==> config.mk <==
export PLATFORM = sky130hd
export DESIGN_NAME = sseg_arb
export DESIGN_NICKNAME = d
export VERILOG_FILES = /design/src/rtl/sseg_pkg.sv /design/src/rtl/sseg_hold_timer.sv /design/src/rtl/sseg_arb.sv
export SDC_FILE = /design/constraint.sdc
export NUM_CORES = 1
export LEC_CHECK = 0
export ABC_CLOCK_PERIOD_IN_PS = 4300
export BUFFER_PORTS_ARGS = -buffer_cell sky130_fd_sc_hd__clkbuf_2
export CAP_MARGIN = 30
export CORE_ASPECT_RATIO = 1.4
export CORE_UTILIZATION = 45
export CTS_CLUSTER_SIZE = 24
export DETAILED_ROUTE_END_ITERATION = 12
export HOLD_SLACK_MARGIN = 0.15
export PLACE_DENSITY = 0.67
export SYNTH_ARGS = -nofsm -noshare
export SYNTH_HDL_FRONTEND = slang
export SYNTH_HIERARCHICAL = 1
export SYNTH_SLANG_ARGS = --single-unit
==> constraint.sdc <==
create_clock -name clk -period 4.3 [get_ports clk]
set_input_delay 0.215 -clock clk [delete_from_list [all_inputs] [get_ports clk]]
set_output_delay 0.215 -clock clk [all_outputs]
set_load 0.03 [all_outputs]
==> src/rtl/sseg_pkg.sv <==
// Shared types for the seven-segment display arbiter: FSM states, digit packing
// and client indexing.
package sseg_pkg;

  typedef enum logic [1:0] {
    IDLE = 2'd0,
    OWN0 = 2'd1,
    OWN1 = 2'd2
  } state_t;

  typedef logic [3:0] digit_t;
  typedef digit_t [3:0] digits_t;
  typedef logic client_t;

  localparam int HOLD_W = 16;

  // Ownership state that corresponds to a given client index.
  function automatic state_t own_state(client_t c);
    return c ? OWN1 : OWN0;
  endfunction

endpackage

==> src/rtl/sseg_hold_timer.sv <==
// Saturating ownership timer: counts owned cycles and flags when a contested
// grant is allowed to move.
module sseg_hold_timer
  import sseg_pkg::*;
#(
  parameter int HOLD_CYCLES = 256
) (
  input  logic clk,
  input  logic rst_n,
  input  logic clear,
  input  logic enable,
  output logic expired
);

  localparam logic [HOLD_W-1:0] LAST = HOLD_W'(HOLD_CYCLES - 1);

  logic [HOLD_W-1:0] count;

  // Clear wins over enable; the count parks at LAST so a long uncontested
  // ownership lets a later contender switch on the very next edge.
  always_ff @(posedge clk or negedge rst_n) begin
    if (!rst_n) begin
      count <= '0;
    end else if (clear) begin
      count <= '0;
    end else if (enable && !expired) begin
      count <= count + HOLD_W'(1);
    end
  end

  assign expired = (count == LAST);

endmodule

==> src/rtl/sseg_arb.sv <==
// Two-client arbiter for a shared four-digit seven-segment display with a
// minimum hold time under contention and registered, grant-aligned digits.
module sseg_arb
  import sseg_pkg::*;
#(
  parameter int HOLD_CYCLES = 256
) (
  input  logic        clk,
  input  logic        rst_n,
  input  logic [1:0]  req,
  input  logic [15:0] c0_digits,
  input  logic [15:0] c1_digits,
  output logic [1:0]  grant,
  output logic [3:0]  digit0,
  output logic [3:0]  digit1,
  output logic [3:0]  digit2,
  output logic [3:0]  digit3,
  output logic        blank
);

  state_t  state;
  state_t  next_state;
  client_t last_grant;
  digits_t digits_q;
  logic    hold_expired;
  logic    hold_clear;
  logic    hold_enable;

  always_ff @(posedge clk or negedge rst_n) begin
    if (!rst_n) begin
      state <= IDLE;
    end else begin
      state <= next_state;
    end
  end

  // An owner that drops its request releases at once; a still-requesting owner
  // only yields to a contender once the hold timer has expired.
  always_comb begin
    next_state = state;
    unique case (state)
      IDLE: begin
        if (req == 2'b11) begin
          next_state = own_state(~last_grant);
        end else if (req[0]) begin
          next_state = OWN0;
        end else if (req[1]) begin
          next_state = OWN1;
        end else begin
          next_state = IDLE;
        end
      end
      OWN0: begin
        if (!req[0]) begin
          next_state = req[1] ? OWN1 : IDLE;
        end else if (req[1] && hold_expired) begin
          next_state = OWN1;
        end
      end
      OWN1: begin
        if (!req[1]) begin
          next_state = req[0] ? OWN0 : IDLE;
        end else if (req[0] && hold_expired) begin
          next_state = OWN0;
        end
      end
      default: next_state = IDLE;
    endcase
  end

  always_comb begin
    grant = 2'b00;
    blank = 1'b1;
    unique case (state)
      OWN0: begin
        grant = 2'b01;
        blank = 1'b0;
      end
      OWN1: begin
        grant = 2'b10;
        blank = 1'b0;
      end
      default: begin
        grant = 2'b00;
        blank = 1'b1;
      end
    endcase
  end

  assign hold_clear  = (next_state != state) || (state == IDLE);
  assign hold_enable = (state != IDLE);

  sseg_hold_timer #(
    .HOLD_CYCLES(HOLD_CYCLES)
  ) u_hold_timer (
    .clk    (clk),
    .rst_n  (rst_n),
    .clear  (hold_clear),
    .enable (hold_enable),
    .expired(hold_expired)
  );

  // Reset value 1 makes client 0 the winner of the first tie.
  always_ff @(posedge clk or negedge rst_n) begin
    if (!rst_n) begin
      last_grant <= 1'b1;
    end else if (next_state == OWN0) begin
      last_grant <= 1'b0;
    end else if (next_state == OWN1) begin
      last_grant <= 1'b1;
    end
  end

  // Digits are selected by the upcoming state so they change on the same edge
  // as grant and never mix clients.
  always_ff @(posedge clk or negedge rst_n) begin
    if (!rst_n) begin
      digits_q <= '0;
    end else begin
      unique case (next_state)
        OWN0:    digits_q <= c0_digits;
        OWN1:    digits_q <= c1_digits;
        default: digits_q <= '0;
      endcase
    end
  end

  assign digit0 = digits_q[0];
  assign digit1 = digits_q[1];
  assign digit2 = digits_q[2];
  assign digit3 = digits_q[3];

endmodule

==> results of run 1 <==
## what timing repair did
| action | CTS | global route |
|---|---|---|
| hold endpoints to repair | 49 | 1 |
| hold buffers | 29 | 1 |
| resized for setup | 0 | 0 |
## worst min-delay path by stage
| stage | startpoint | endpoint | slack (ns) | cells after the start |
|---|---|---|---|---|
| 2_1_floorplan | rst_n | digit0[0]$_DFF_PN0_ | -0.08 | 0 |
| 3_3_place_gp | rst_n | u_hold_timer/count[15]$_DFFE_PN0P_ | 0.38 | 1 |
| 3_5_place_dp | rst_n | u_hold_timer/count[15]$_DFFE_PN0P_ | 0.37 | 1 |
| 4_1_cts | c1_digits[2] | digit0[2]$_DFF_PN0_ | 0.15 | 2 |
| 5_1_grt | c0_digits[1] | digit0[1]$_DFF_PN0_ | 0.16 | 2 |
| 6_report | c0_digits[1] | digit0[1]$_DFF_PN0_ | 0.16 | 2 |
## power groups by stage
| stage | clock network [mW] | registers, mW | logic, mW |
|---|---|---|---|
| finish | 0.242 | 0.465 | 0.806 |
| floorplan | 0 | 0.607 | 0.392 |
| detailed placement | 0 | 0.469 | 0.710 |
| global route | 0.263 | 0.476 | 0.878 |
| CTS | 0.250 | 0.464 | 0.803 |
| global placement | 0 | 0.467 | 0.704 |
## layout by cell type (no fill, tap or decap), drive strengths merged, types with 2 or more instances in the layout
cell         count
clkbuf          59
dfrtp           34
dlygate4sd3     30
a21oi           18
a22o            16
inv             12
nand2           11
o21ai            9
nand3            8
ha               8
or3              8
or4              8
o31ai            7
nor2             5
and3             3
nor2b            2
nand4            2
or2              2
mux2i            2
nor3             2
clkinvlp         2
buf              2
and4             2
a211oi           2
## through the flow
stage	power [mW]	setup slack [ns]	utilization	std cells	cell area, um^2
after CTS	1.52	0.756	0.642	307	2520
after detailed placement	1.18	1.24	0.544	270	2130
after global placement	1.17	0.825	0.542	269	2130
final	1.51	0.703	0.645	308	2530
after floorplan	0.998	1.26	-	178	1830
after global routing	1.62	0.385	0.645	308	2530
## per-layer routing
layer | GRT usage | vias to the layer above
met2 | 0.402 | 44
li1 | - | 840
met3 | 0.0600 | 14
met5 | 0 | -
met1 | 0.213 | 815
met4 | 0.100 | 0
## sequential cells by signal, indices dropped and copies added, names as in the netlist
signal / cells
digit1: 4
digit3: 4
u_hold_timer/count: 16
digit2: 4
state: 2
digit0: 4
last_grant: 1
## layout make-up
| type | instances | share of cell area |
|---|---|---|
| timing repair buffer | 86 | 0.232 |
| clock inverter | 3 | 0.00941 |
| sequential | 35 | 0.347 |
| inverter | 11 | 0.0163 |
| tap | 43 | 0.0213 |
| multi-input combinational | 125 | 0.347 |
| clock buffer | 5 | 0.0272 |
## synthesized netlist by cell type (2+ instances only)
cell                       count
sky130_fd_sc_hd__ha_1          8
sky130_fd_sc_hd__and3_1        3
sky130_fd_sc_hd__nand3_1       8
sky130_fd_sc_hd__or3_1         8
sky130_fd_sc_hd__or4_1         7
sky130_fd_sc_hd__and4_1        2
sky130_fd_sc_hd__nand4_1       2
sky130_fd_sc_hd__dfrtp_1      34
sky130_fd_sc_hd__a22o_1       16
sky130_fd_sc_hd__nor2_1        4
sky130_fd_sc_hd__clkbuf_1      5
sky130_fd_sc_hd__nor3_1        2
sky130_fd_sc_hd__nor2b_1       2
sky130_fd_sc_hd__or2_1         2
sky130_fd_sc_hd__o21ai_0       4
sky130_fd_sc_hd__nand2_1      11
sky130_fd_sc_hd__o21ai_1       5
sky130_fd_sc_hd__o31ai_1       7
sky130_fd_sc_hd__inv_1        11
sky130_fd_sc_hd__mux2i_1       2
sky130_fd_sc_hd__a21oi_1      16
sky130_fd_sc_hd__a21oi_2       2
## cell families after synthesis
group                    after synthesis
adder cells (fa/ha/maj)                8
buffers and inverters                 18
AND/OR/NAND/NOR                       56
flip-flops                            35
multiplexers                           2
AO/OA/AOI/OAI                         58
XOR/XNOR                               1
## critical path: cells and delay by family, from the launching register on
kind | cells | cell delay (ns)
compound gates | 3 | 0.64
fa+ha+maj | 1 | 0.33
buf+inv | 2 | 0.79
flops | 1 | 0.42
simple gates | 5 | 1.35
==> reports/summary.log, run 1 <==
qor: worst_setup_path.worst-r2r-cell-count 11
qor: clocking.cts.clk_slew.worst_paths 0.07 ns
qor: logic_synthesis.asyncSetResetFlopFracSynth 1.00
qor: pwr.clockPowerShare 0.160
qor: worst_setup_path.setup.worst_path.start_class flip-flop
qor: logic_synthesis.post_synth.cell_area_avg 10.3 um^2
qor: sta.slew_violations 0
qor: pwr.total_switching_power 670 uW
qor: drt.ant_nets 0
qor: logic_synthesis.synth_fa_ha_area_frac 0.0548
qor: worst_setup_path.crit_path_top_delay_cell sky130_fd_sc_hd__or4_1
qor: clocking.cts.htree.levels 2
qor: die.rows 27
qor: die.fp.coreArea 3920 um^2
qor: logic_synthesis.synth_flop_cell sky130_fd_sc_hd__dfrtp_1
qor: sta.unrepaired_setup_endpoints_after_global_routing no
qor: logic_synthesis.synth_top_cells_by_area sky130_fd_sc_hd__dfrtp_1 47%, sky130_fd_sc_hd__a22o_1 7.7%, sky130_fd_sc_hd__ha_1 5.5%
qor: drt.detail_route.wirelength 4.32 mm
qor: logic_synthesis.ys_warn_count 6
qor: sta.fin_skew 0.00462 ns
qor: global_routing.vias_in_the_first_global_route 1,713
qor: pwr.p_per_area 599 nW/um^2
qor: worst_setup_path.timing.critical_path.cells or4_1, nor3_1, nand2_1, a211oi_2, nor2_1, a21o_1, ha_1, nor2b_1, buf_4, a22o_1, dlygate4sd3_1
qor: sta.period_share 0.837
qor: sta.hold-worst-slack 0.157 ns
qor: hold_path.hold_crit_path_type in -> reg
qor: placement.place_hpwl 2.83 mm
qor: placement.gpl.final_weighted_congestion 0.798
qor: outcome.status complete, no violations
qor: pwr.leakage 1.22 nW
qor: logic_synthesis.synth.area.mux_share 0.0110
qor: logic_synthesis.synth_top_family_by_area compound AO/OA/AOI/OAI gates
qor: die.die_area 4320 um^2
qor: sta.crit_path_time_final 3.60 ns
qor: logic_synthesis.synth_largest_type_area_fraction 0.465
qor: die.die_h 77.4 um
qor: final_layout.multiInputGateArea 876 um^2
qor: final_layout.final_net_count 308
qor: worst_setup_path.reg2reg_slack 0.70 ns
qor: clocking.cts_post_setup_buffers_inserted 0
qor: sta.tightest_slew 0.875 ns
qor: drt.drcViolationCount 0
qor: global_routing.antenna_violations_before_repair 0
qor: drt.total_length_of_routed_met2_wires 2.34 mm
qor: pwr.power.combinational.fraction 0.533
qor: final_layout.area_delta_synth_final 38.2%
qor: job.number_of_max_cap_violations 0
qor: pwr.power.internal 843 uW
qor: final_layout.seqCellArea 877 um^2
qor: drt.topRoutingLayerUsed met4
qor: logic_synthesis.synth_cell_types 39
qor: drt.drt_first_pass_iters 6
qor: global_routing.pin_count_of_the_biggest_net_entering_global_routing 36
qor: pwr.ir_worst_vdd 0.000528 V
qor: die.initial_utilization 0.466
qor: logic_synthesis.synth_enable_flop_cells 0
qor: pwr.sw_frac_of_total 0.443
qor: logic_synthesis.synthSimpleGateAreaFrac 0.178
qor: clocking.cts_num_sinks 35
qor: pwr.power.sequential.fraction 0.307
qor: die.die_w 55.9 um
qor: final_layout.fillCellCount 349
qor: worst_setup_path.critical_path.endpoint_type flip-flop
qor: sta.timing.final.hold_violations 0
qor: sta.worst_slew_margin_rel 0.415
qor: drt.detail_route.vias_per_cell 5.56
qor: worst_setup_path.cp.arrival 3.82 ns
qor: worst_setup_path.worst_path_largest_cell_delay 0.62 ns
qor: drt.routed-via-count 1,713
qor: clocking.cts_made_buffers 5
qor: clocking.cts_tree done
qor: worst_setup_path.r2r-start u_hold_timer/count[11]$_DFFE_PN0P_
qor: global_routing.wire_length_of_the_first_global_routing_pass 7.21 mm
qor: logic_synthesis.yosysTopAreaCell sky130_fd_sc_hd__dfrtp_1
qor: final_layout.post_route_cells_drive_above_1_share 0.268
qor: clocking.worstSkewPairLatency 0.29 ns
qor: drt.route.met3.wl 212 um
qor: logic_synthesis.synth_xor_area_frac 0.00479
qor: sta.finalSetupViolCount 0
qor: global_routing.grt_remaining_overflow 0
qor: clocking.ctsLongestPathBuffers 2
qor: worst_setup_path.critical_path_peak_fanout 15
qor: logic_synthesis.syn_nets 222
qor: die.num_io_pins 55
qor: worst_setup_path.timing_worst_setup_path_type reg -> reg
qor: sta.fmax 278 MHz
qor: drt.met1_length 1.66 mm
qor: sta.setup_total_negative_slack 0 ns
qor: worst_setup_path.worstSetupStartpoint u_hold_timer/count[11]$_DFFE_PN0P_
qor: logic_synthesis.synth-seq-area-share 0.480
qor: worst_setup_path.termination_of_the_worst_setup_path digit2[0]$_DFF_PN0_
qor: logic_synthesis.ys_seq_elements 35
qor: logic_synthesis.netlist_area 1830 um^2
qor: drt.detail_route.wl_per_cell 14.0 um
qor: worst_setup_path.crit-reg2reg-capture digit2[0]$_DFF_PN0_
qor: clocking.clockRootBuffer sky130_fd_sc_hd__clkbuf_8
qor: final_layout.antenna-diode-count 0
qor: logic_synthesis.synthesis.instances 178
qor: drt.drtIter0Drc 38
qor: logic_synthesis.synth_compound_gate_area_share 0.231
qor: global_routing.global_route.usage.total 0.214
qor: placement.port_buffers 54
qor: worst_setup_path.crit_required 4.53 ns
Note: power is estimated with default switching activity, not from simulation.
==> run 2, diff against run 1 <==
--- a/config.mk
+++ b/config.mk
@@ -5,7 +5,7 @@
 export SDC_FILE = /design/constraint.sdc
 export NUM_CORES = 1
 export LEC_CHECK = 0
-export ABC_CLOCK_PERIOD_IN_PS = 4300
+export ABC_CLOCK_PERIOD_IN_PS = 3350
 export BUFFER_PORTS_ARGS = -buffer_cell sky130_fd_sc_hd__clkbuf_2
 export CAP_MARGIN = 30
 export CORE_ASPECT_RATIO = 1.4
==> constraint.sdc (replaced) <==
create_clock -name clk -period 3.35 [get_ports clk]
set_input_delay 0.1675 -clock clk [delete_from_list [all_inputs] [get_ports clk]]
set_output_delay 0.1675 -clock clk [all_outputs]
set_load 0.03 [all_outputs]
==> reports/summary.log, run 2 (synthesis gave the netlist of run 1 again) <==
qor: clocking.cts_tree done
qor: hold_path.min_from req[1]
qor: worst_setup_path.critical_path_peak_fanout 16 [+1]
qor: global_routing.global_route.usage.total 0.247 [+0.0326]
qor: clocking.cts.clk_slew.worst_paths 0.07 ns [about the same]
qor: worst_setup_path.timing.critical_path.cells or4_1, nor3_1, nand2_1, a211oi_2, buf_4, mux2i_1, or4b_1, a21oi_1
qor: final_layout.mostFrequentLayoutCell sky130_fd_sc_hd__clkbuf_2
qor: worst_setup_path.critPathBufInv 1 [-1]
qor: final_layout.largest_reg_flops 16 [unchanged]
qor: placement.place_hpwl 2.96 mm [+4.6%]
qor: drt.routed-via-count 1,792 [+4.6%]
qor: sta.fmax 327 MHz [+18%]
qor: sta.crit_path_time_final 3.06 ns [-0.540 ns]
qor: drt.detail_route.wirelength 5.03 mm [+16%]
qor: worst_setup_path.cp.arrival 3.26 ns [-0.56 ns]
qor: worst_setup_path.crit_required 3.55 ns [-0.98 ns]
qor: drt.detail_route.vias_per_cell 5.57 [about the same]
qor: global_routing.grt_remaining_overflow 0 [unchanged]
qor: drt.drcViolationCount 0 [unchanged]
qor: worst_setup_path.setup.worst_path.start_class flip-flop
qor: worst_setup_path.timing_worst_setup_path_type reg -> reg
qor: drt.ant_nets 0 [unchanged]
qor: final_layout.area_delta_synth_final 44.4%
qor: clocking.ctsLongestPathBuffers 2 [unchanged]
qor: placement.port_buffers 54 [unchanged]
qor: die.initial_utilization 0.466 [unchanged]
qor: worst_setup_path.reg2reg_slack 0.29 ns [-0.41 ns]
qor: sta.worst_slew_margin_rel 0.389 [-0.0259]
qor: final_layout.fillCellCount 294 [-16%]
qor: die.die_h 77.4 um [unchanged]
qor: clocking.cts_made_buffers 5 [unchanged]
qor: hold_path.hold_crit_path_type in -> reg
qor: drt.drt_first_pass_iters 4 [-2]
qor: job.number_of_max_cap_violations 0 [unchanged]
qor: die.rows 27 [unchanged]
qor: clocking.clockRootBuffer sky130_fd_sc_hd__clkbuf_8
qor: final_layout.final_net_count 322 [+4.5%]
qor: worst_setup_path.critical_path.endpoint_type flip-flop
qor: placement.gpl.final_weighted_congestion 0.798 [about the same]
qor: die.die_area 4320 um^2 [unchanged]
qor: pwr.p_per_area 724 nW/um^2 [+21%]
qor: clocking.cts_num_sinks 35 [unchanged]
qor: die.die_w 55.9 um [unchanged]
qor: sta.fin_skew 0.00752 ns [+0.00290 ns]
qor: sta.timing.final.hold_violations 0 [unchanged]
qor: sta.slew_violations 0 [unchanged]
qor: sta.tightest_slew 0.914 ns [+0.0388 ns]
qor: clocking.worstSkewPairLatency 0.29 ns [about the same]
qor: clocking.cts.htree.levels 2 [unchanged]
qor: die.num_io_pins 55 [unchanged]
qor: global_routing.vias_in_the_first_global_route 1,832 [+6.9%]
qor: final_layout.max_flop_register u_hold_timer/count
qor: worst_setup_path.worst_path_largest_cell_delay 0.84 ns [+0.22 ns]
qor: final_layout.post_route_cells_drive_above_1_share 0.294 [+0.0260]
qor: worst_setup_path.worstSetupStartpoint u_hold_timer/count[11]$_DFFE_PN0P_
qor: final_layout.antenna-diode-count 0 [unchanged]
qor: final_layout.most-common-layout-cells 54 x sky130_fd_sc_hd__clkbuf_2, 34 x sky130_fd_sc_hd__dfrtp_1, 33 x sky130_fd_sc_hd__dlygate4sd3_1, 16 x sky130_fd_sc_hd__a21oi_1, 16 x sky130_fd_sc_hd__a22o_1
qor: worst_setup_path.r2r-start u_hold_timer/count[11]$_DFFE_PN0P_
qor: drt.detail_route.wl_per_cell 15.6 um [+11%]
qor: pwr.ir_worst_vdd 0.000623 V [+18%]
qor: pwr.design_power_total 1.91 mW [+26%]
qor: worst_setup_path.critical-path-top-delay-family simple AND/OR/NAND/NOR gates
qor: sta.finalSetupViolCount 0 [unchanged]
qor: global_routing.pin_count_of_the_biggest_net_entering_global_routing 36 [unchanged]
qor: outcome.status complete, no violations
qor: sta.period_share 0.913 [+0.0761]
qor: sta.unrepaired_setup_endpoints_after_global_routing no
qor: sta.hold-worst-slack 0.303 ns [+0.147 ns]
qor: global_routing.wire_length_of_the_first_global_routing_pass 8.29 mm [+15%]
qor: worst_setup_path.crit_path_top_delay_cell sky130_fd_sc_hd__or4b_1
qor: drt.drtIter0Drc 50 [+32%]
qor: pwr.leakage 1.26 nW [+3.6%]
qor: global_routing.antenna_violations_before_repair 0 [unchanged]
qor: clocking.cts_post_setup_buffers_inserted 0 [unchanged]
qor: die.fp.coreArea 3920 um^2 [unchanged]
==> run 2: worst paths after layout <==
| path | end | cells past startpoint |
|---|---|---|
| worst max-delay path | u_hold_timer/count[14]$_DFFE_PN0P_ | 8 |
| worst min-delay path | state[0]$_DFF_PN0_ | 3 |
| worst max register to register | u_hold_timer/count[14]$_DFFE_PN0P_ | 8 |
| worst min register to register | last_grant$_DFFE_PN1P_ | 2 |
| max in group asynchronous | u_hold_timer/count[7]$_DFFE_PN0P_ | 2 |
| min in group asynchronous | u_hold_timer/count[15]$_DFFE_PN0P_ | 2 |
==> run 2: stage by stage <==
step / instances / setup TNS [ns] / instance area (um^2) / setup WS [ns] / util
detailed placement: 281 / 0 / 2220 / 0.276 / 0.565
CTS: 322 / 0 / 2640 / 0.261 / 0.674
global route: 322 / 0 / 2640 / 0.0230 / 0.674
global placement: 280 / -0.620 / 2210 / -0.0438 / 0.564
floorplan: 178 / 0 / 1830 / 0.310 / -
finish: 322 / 0 / 2640 / 0.293 / 0.674
==> run 2: what timing repair did <==
action,in CTS,in global routing
hold buffers,33,0
endpoints found under the hold margin,50,0
resized for setup,0,0
==> run 2: routing by layer <==
| layer | up-vias | global-route usage | part of all wire |
|---|---|---|---|
| li1 | 862 | - | - |
| met1 | 856 | 0.281 | 0.38 |
| met2 | 62 | 0.434 | 0.53 |
| met3 | 12 | 0.0617 | 0.056 |
| met4 | 0 | 0.107 | 0.026 |
| met5 | - | 0 | 0 |
==> run 2: cell type report <==
cell class / count / area (um^2) / area share
clock buffers: 5 / 68.8 / 0.0261
clock inverters: 3 / 25.0 / 0.00948
inverters: 11 / 41.3 / 0.0156
multi-input cells: 125 / 876 / 0.332
flip-flops and latches: 35 / 877 / 0.332
well taps: 43 / 53.8 / 0.0204
repair buffers: 100 / 698 / 0.264
==> run 2: worst min-delay path, delay by kind of cell <==
family | cells | cell delay, ns
buf+inv | 1 | 0.12
simple gates | 1 | 0.12
compound gates | 1 | 0.12
==> run 2: where the power goes <==
part           leakage [nW]  switching [mW]  internal (mW)
Combinational         0.742           0.656          0.347
Sequential            0.477          0.0587          0.535
Clock                0.0443           0.165          0.148
Total                  1.26           0.880           1.03
==> run 3, diff against run 2 <==
--- a/config.mk
+++ b/config.mk
@@ -5,15 +5,16 @@
 export SDC_FILE = /design/constraint.sdc
 export NUM_CORES = 1
 export LEC_CHECK = 0
+export ABC_AREA = 1
 export ABC_CLOCK_PERIOD_IN_PS = 3350
 export BUFFER_PORTS_ARGS = -buffer_cell sky130_fd_sc_hd__clkbuf_2
 export CAP_MARGIN = 30
 export CORE_ASPECT_RATIO = 1.4
-export CORE_UTILIZATION = 45
+export CORE_UTILIZATION = 35
 export CTS_CLUSTER_SIZE = 24
 export DETAILED_ROUTE_END_ITERATION = 12
 export HOLD_SLACK_MARGIN = 0.15
-export PLACE_DENSITY = 0.67
+export PLACE_DENSITY = 0.53
 export SYNTH_ARGS = -nofsm -noshare
 export SYNTH_HDL_FRONTEND = slang
 export SYNTH_HIERARCHICAL = 1
==> reports/summary.log, run 3 <==
qor: outcome.status complete, no violations
qor: final_layout.post_route_cells_drive_above_1_share 0.218 [-0.0759]
qor: pwr.leakage 1.45 nW [+15%]
qor: job.number_of_max_cap_violations 0 [unchanged]
qor: clocking.cts_made_buffers 5 [unchanged]
qor: final_layout.fillCellCount 546 [+86%]
qor: sta.crit_path_time_final 2.89 ns [-0.166 ns]
qor: drt.drcViolationCount 0 [unchanged]
qor: logic_synthesis.yosysTopAreaCell sky130_fd_sc_hd__dfrtp_1
qor: pwr.p_per_area 691 nW/um^2 [-4.4%]
qor: die.die_h 92.7 um [+20%]
qor: global_routing.global_route.usage.total 0.185 [-0.0620]
qor: worst_setup_path.crit_required 3.52 ns [-0.03 ns]
qor: placement.port_buffers 54 [unchanged]
qor: global_routing.antenna_violations_before_repair 0 [unchanged]
qor: drt.detail_route.vias_per_cell 4.71 [-15%]
qor: sta.fmax 346 MHz [+5.7%]
qor: drt.detail_route.wl_per_cell 11.5 um [-26%]
qor: logic_synthesis.ys_top_cells_by_count 119 x sky130_fd_sc_hd__nand2_1, 34 x sky130_fd_sc_hd__dfrtp_1, 24 x sky130_fd_sc_hd__nor2_1
qor: drt.drtIter0Drc 104 [+110%]
qor: die.initial_utilization 0.369 [-0.0971]
qor: logic_synthesis.synth_largest_type_area_fraction 0.414 [-0.0516]
qor: worst_setup_path.timing_worst_setup_path_type reg -> reg
qor: worst_setup_path.reg2reg_slack 0.46 ns [+0.17 ns]
qor: sta.tightest_slew 0.866 ns [-0.0478 ns]
qor: clocking.cts.clk_slew.worst_paths 0.08 ns [about the same]
qor: hold_path.min_from req[1]
qor: clocking.cts_post_setup_buffers_inserted 0 [unchanged]
qor: sta.finalSetupViolCount 0 [unchanged]
qor: final_layout.antenna-diode-count 0 [unchanged]
qor: logic_synthesis.synth_top_cells_by_area sky130_fd_sc_hd__dfrtp_1 41%, sky130_fd_sc_hd__nand2_1 22%, sky130_fd_sc_hd__ha_1 4.9%
qor: logic_synthesis.netlist_area 2060 um^2 [+12%]
qor: sta.fin_skew 0.00372 ns [-0.00379 ns]
qor: placement.gpl.final_weighted_congestion 0.853 [+6.8%]
qor: hold_path.worst_hold_path.num_cells 5 [+2]
qor: logic_synthesis.syn_nets 324 [+46%]
qor: sta.fin_ws 0.459 ns [+0.166 ns]
qor: drt.detail_route.wirelength 5.02 mm [-0.22%]
qor: clocking.clockRootBuffer sky130_fd_sc_hd__clkbuf_8
qor: worst_setup_path.critical_path.endpoint_type flip-flop
qor: worst_setup_path.setup.worst_path.start_class flip-flop
qor: worst_setup_path.critical_path_peak_fanout 18 [+2]
qor: clocking.cts.htree.levels 2 [unchanged]
qor: global_routing.pin_count_of_the_biggest_net_entering_global_routing 36 [unchanged]
qor: global_routing.grt_remaining_overflow 0 [unchanged]
qor: sta.timing.final.hold_violations 0 [unchanged]
qor: logic_synthesis.synthesis.instances 280 [+57%]
qor: worst_setup_path.crit-reg2reg-capture digit3[2]$_DFF_PN0_
qor: final_layout.most-common-layout-cells 119 x sky130_fd_sc_hd__nand2_1, 54 x sky130_fd_sc_hd__clkbuf_2, 34 x sky130_fd_sc_hd__dfrtp_1, 33 x sky130_fd_sc_hd__dlygate4sd3_1, 24 x sky130_fd_sc_hd__nor2_1
qor: drt.drt_first_pass_iters 4 [unchanged]
qor: logic_synthesis.asyncSetResetFlopFracSynth 1.00 [unchanged]
qor: logic_synthesis.synth_most_common_cell sky130_fd_sc_hd__nand2_1
qor: logic_synthesis.synth-seq-area-share 0.427 [-0.0531]
qor: final_layout.final_net_count 410 [+27%]
qor: drt.routed-via-count 2,051 [+14%]
qor: placement.dpl_worst_slack 0.690 ns [+0.414 ns]
qor: worst_setup_path.r2r-start u_hold_timer/count[0]$_DFFE_PN0P_
qor: worst_setup_path.worst-r2r-cell-count 15 [+7]
qor: clocking.cts_num_sinks 35 [unchanged]
qor: logic_synthesis.post_synth.cell_area_avg 7.34 um^2 [-29%]
qor: hold_path.min_delay_worst_endpoint state[1]$_DFF_PN0_
qor: final_layout.area_delta_synth_final 35.8%
qor: sta.worst_slew_margin_rel 0.423 [+0.0340]
qor: sta.period_share 0.863 [-0.0496]
qor: worst_setup_path.cp.arrival 3.07 ns [-0.19 ns]
qor: sta.setup_total_negative_slack 0 ns [unchanged]
qor: die.fp.coreArea 5570 um^2 [+42%]
qor: final_layout.mostFrequentLayoutCell sky130_fd_sc_hd__nand2_1
qor: die.rows 32 [+19%]
qor: clocking.ctsLongestPathBuffers 2 [unchanged]
qor: global_routing.vias_in_the_first_global_route 1,993 [+8.8%]
qor: logic_synthesis.ys_warn_count 6 [unchanged]
qor: pwr.design_power_total 1.93 mW [+1.1%]
qor: logic_synthesis.synth_flop_cell sky130_fd_sc_hd__dfrtp_1
qor: die.die_w 66.8 um [+20%]
qor: die.num_io_pins 55 [unchanged]
qor: die.die_area 6190 um^2 [+43%]
qor: pwr.ir_worst_vdd 0.000524 V [-16%]
qor: clocking.cts_tree done
qor: logic_synthesis.synth_cell_types 26 [-33%]
qor: sta.unrepaired_setup_endpoints_after_global_routing no
qor: logic_synthesis.synth_enable_flop_cells 0 [unchanged]
qor: sta.slew_violations 0 [unchanged]
qor: hold_path.hold_crit_path_type in -> reg
qor: drt.ant_nets 0 [unchanged]
qor: global_routing.wire_length_of_the_first_global_routing_pass 8.69 mm [+4.8%]
qor: clocking.worstSkewPairLatency 0.29 ns [about the same]
qor: logic_synthesis.ys_seq_elements 35 [unchanged]
qor: sta.hold-worst-slack 0.346 ns [+0.0431 ns]
qor: final_layout.largest_reg_flops 16 [unchanged]
qor: placement.place_hpwl 3.39 mm [+15%]
qor: final_layout.max_flop_register u_hold_timer/count
run 3: changes by cell type in the layout (fill, tap and decap cells not counted), sizes merged, moves of 3 or more:
cell    before  now
inv         11   19
nor2         5   25
or3          8    0
nand4        2   14
o31ai        7    0
o21bai       1    5
o21ai        9    3
and3         3    0
nand2       11  124
xor2         1    4
buf         13    1
nand3        8   12
or4          8    0
a22o        16    0
run 3: final cells by class:
cell class / count / area, um^2 / area share
clock buffer: 5 / 68.8 / 0.0246
clock inverter: 3 / 20.0 / 0.00717
inverter: 22 / 97.6 / 0.0349
multi-input combinational: 214 / 1040 / 0.371
sequential: 35 / 877 / 0.314
tap: 68 / 85.1 / 0.0305
timing repair buffer: 88 / 608 / 0.218
run 3: kinds of logic (layout without fill, tap and decap cells):
kind of cell               count (synthesis)  in the layout  share of synthesized area
xor gates and xnor gates                   5              5                     0.0213
buffers and inverters                     31            118                     0.0718
and+or+nand+nor                          176            176                      0.365
DFF                                       35             35                      0.427
AOI/OAI and AO/OA                         25             25                     0.0669
adders and majority gates                  8              8                     0.0487
run 3: critical path, cell delays in order, from the launching register on:
cell and delay [ns]:
sky130_fd_sc_hd__dfrtp_1 0.39, sky130_fd_sc_hd__ha_1 0.23, sky130_fd_sc_hd__nand3_2 0.14, sky130_fd_sc_hd__nor2_4 0.19, sky130_fd_sc_hd__nand2_2 0.07, sky130_fd_sc_hd__inv_1 0.09, sky130_fd_sc_hd__nand2_1 0.07, sky130_fd_sc_hd__nand2_1 0.06
sky130_fd_sc_hd__nand2_1 0.05, sky130_fd_sc_hd__nand2_1 0.06, sky130_fd_sc_hd__nand2_1 0.07, sky130_fd_sc_hd__nand2_1 0.10, sky130_fd_sc_hd__inv_1 0.06, sky130_fd_sc_hd__ha_2 0.53, sky130_fd_sc_hd__a21oi_1 0.09, sky130_fd_sc_hd__dlygate4sd3_1 0.57
run 3: repair_timing:
item / CTS / global route
setup endpoints to repair: 0 / 7
hold buffers: 33 / 0
hold endpoints to repair: 50 / 0
gates resized for setup: 0 / 2
run 3: routing by layer:
metal,vias up,wire [um],global-route usage
li1,1053,-,-
met2,54,2520,0.321
met4,0,95,0.0691
met5,-,0,0
met3,8,240,0.0406
met1,936,2160,0.215
run 3: through the flow:
stage | instances | util | area [um^2]
floorplan | 280 | - | 2060
global placement | 394 | 0.426 | 2370
detailed placement | 394 | 0.426 | 2370
CTS | 435 | 0.501 | 2790
global route | 435 | 0.502 | 2790
finish | 435 | 0.502 | 2790
run 3: report_power, final:
| part | internal (mW) | leakage [nW] | total [mW] | switching, mW |
|---|---|---|---|---|
| sequential | 0.530 | 0.478 | 0.576 | 0.0455 |
| clock | 0.145 | 0.0402 | 0.309 | 0.165 |
| combinational | 0.362 | 0.935 | 1.05 | 0.684 |
| total | 1.04 | 1.45 | 1.93 | 0.894 |
run 3: worst max-delay path by stage:
| stage | from | to | depth (start not counted) |
|---|---|---|---|
| after floorplan | u_hold_timer/count[0]$_DFFE_PN0P_ | u_hold_timer/count[10]$_DFFE_PN0P_ | 18 |
| after global placement | u_hold_timer/count[0]$_DFFE_PN0P_ | u_hold_timer/count[6]$_DFFE_PN0P_ | 19 |
| after detailed placement | u_hold_timer/count[0]$_DFFE_PN0P_ | u_hold_timer/count[5]$_DFFE_PN0P_ | 19 |
| after CTS | u_hold_timer/count[0]$_DFFE_PN0P_ | digit0[2]$_DFF_PN0_ | 15 |
| after global routing | u_hold_timer/count[1]$_DFFE_PN0P_ | digit1[2]$_DFF_PN0_ | 17 |
| final | u_hold_timer/count[0]$_DFFE_PN0P_ | digit3[2]$_DFF_PN0_ | 15 |
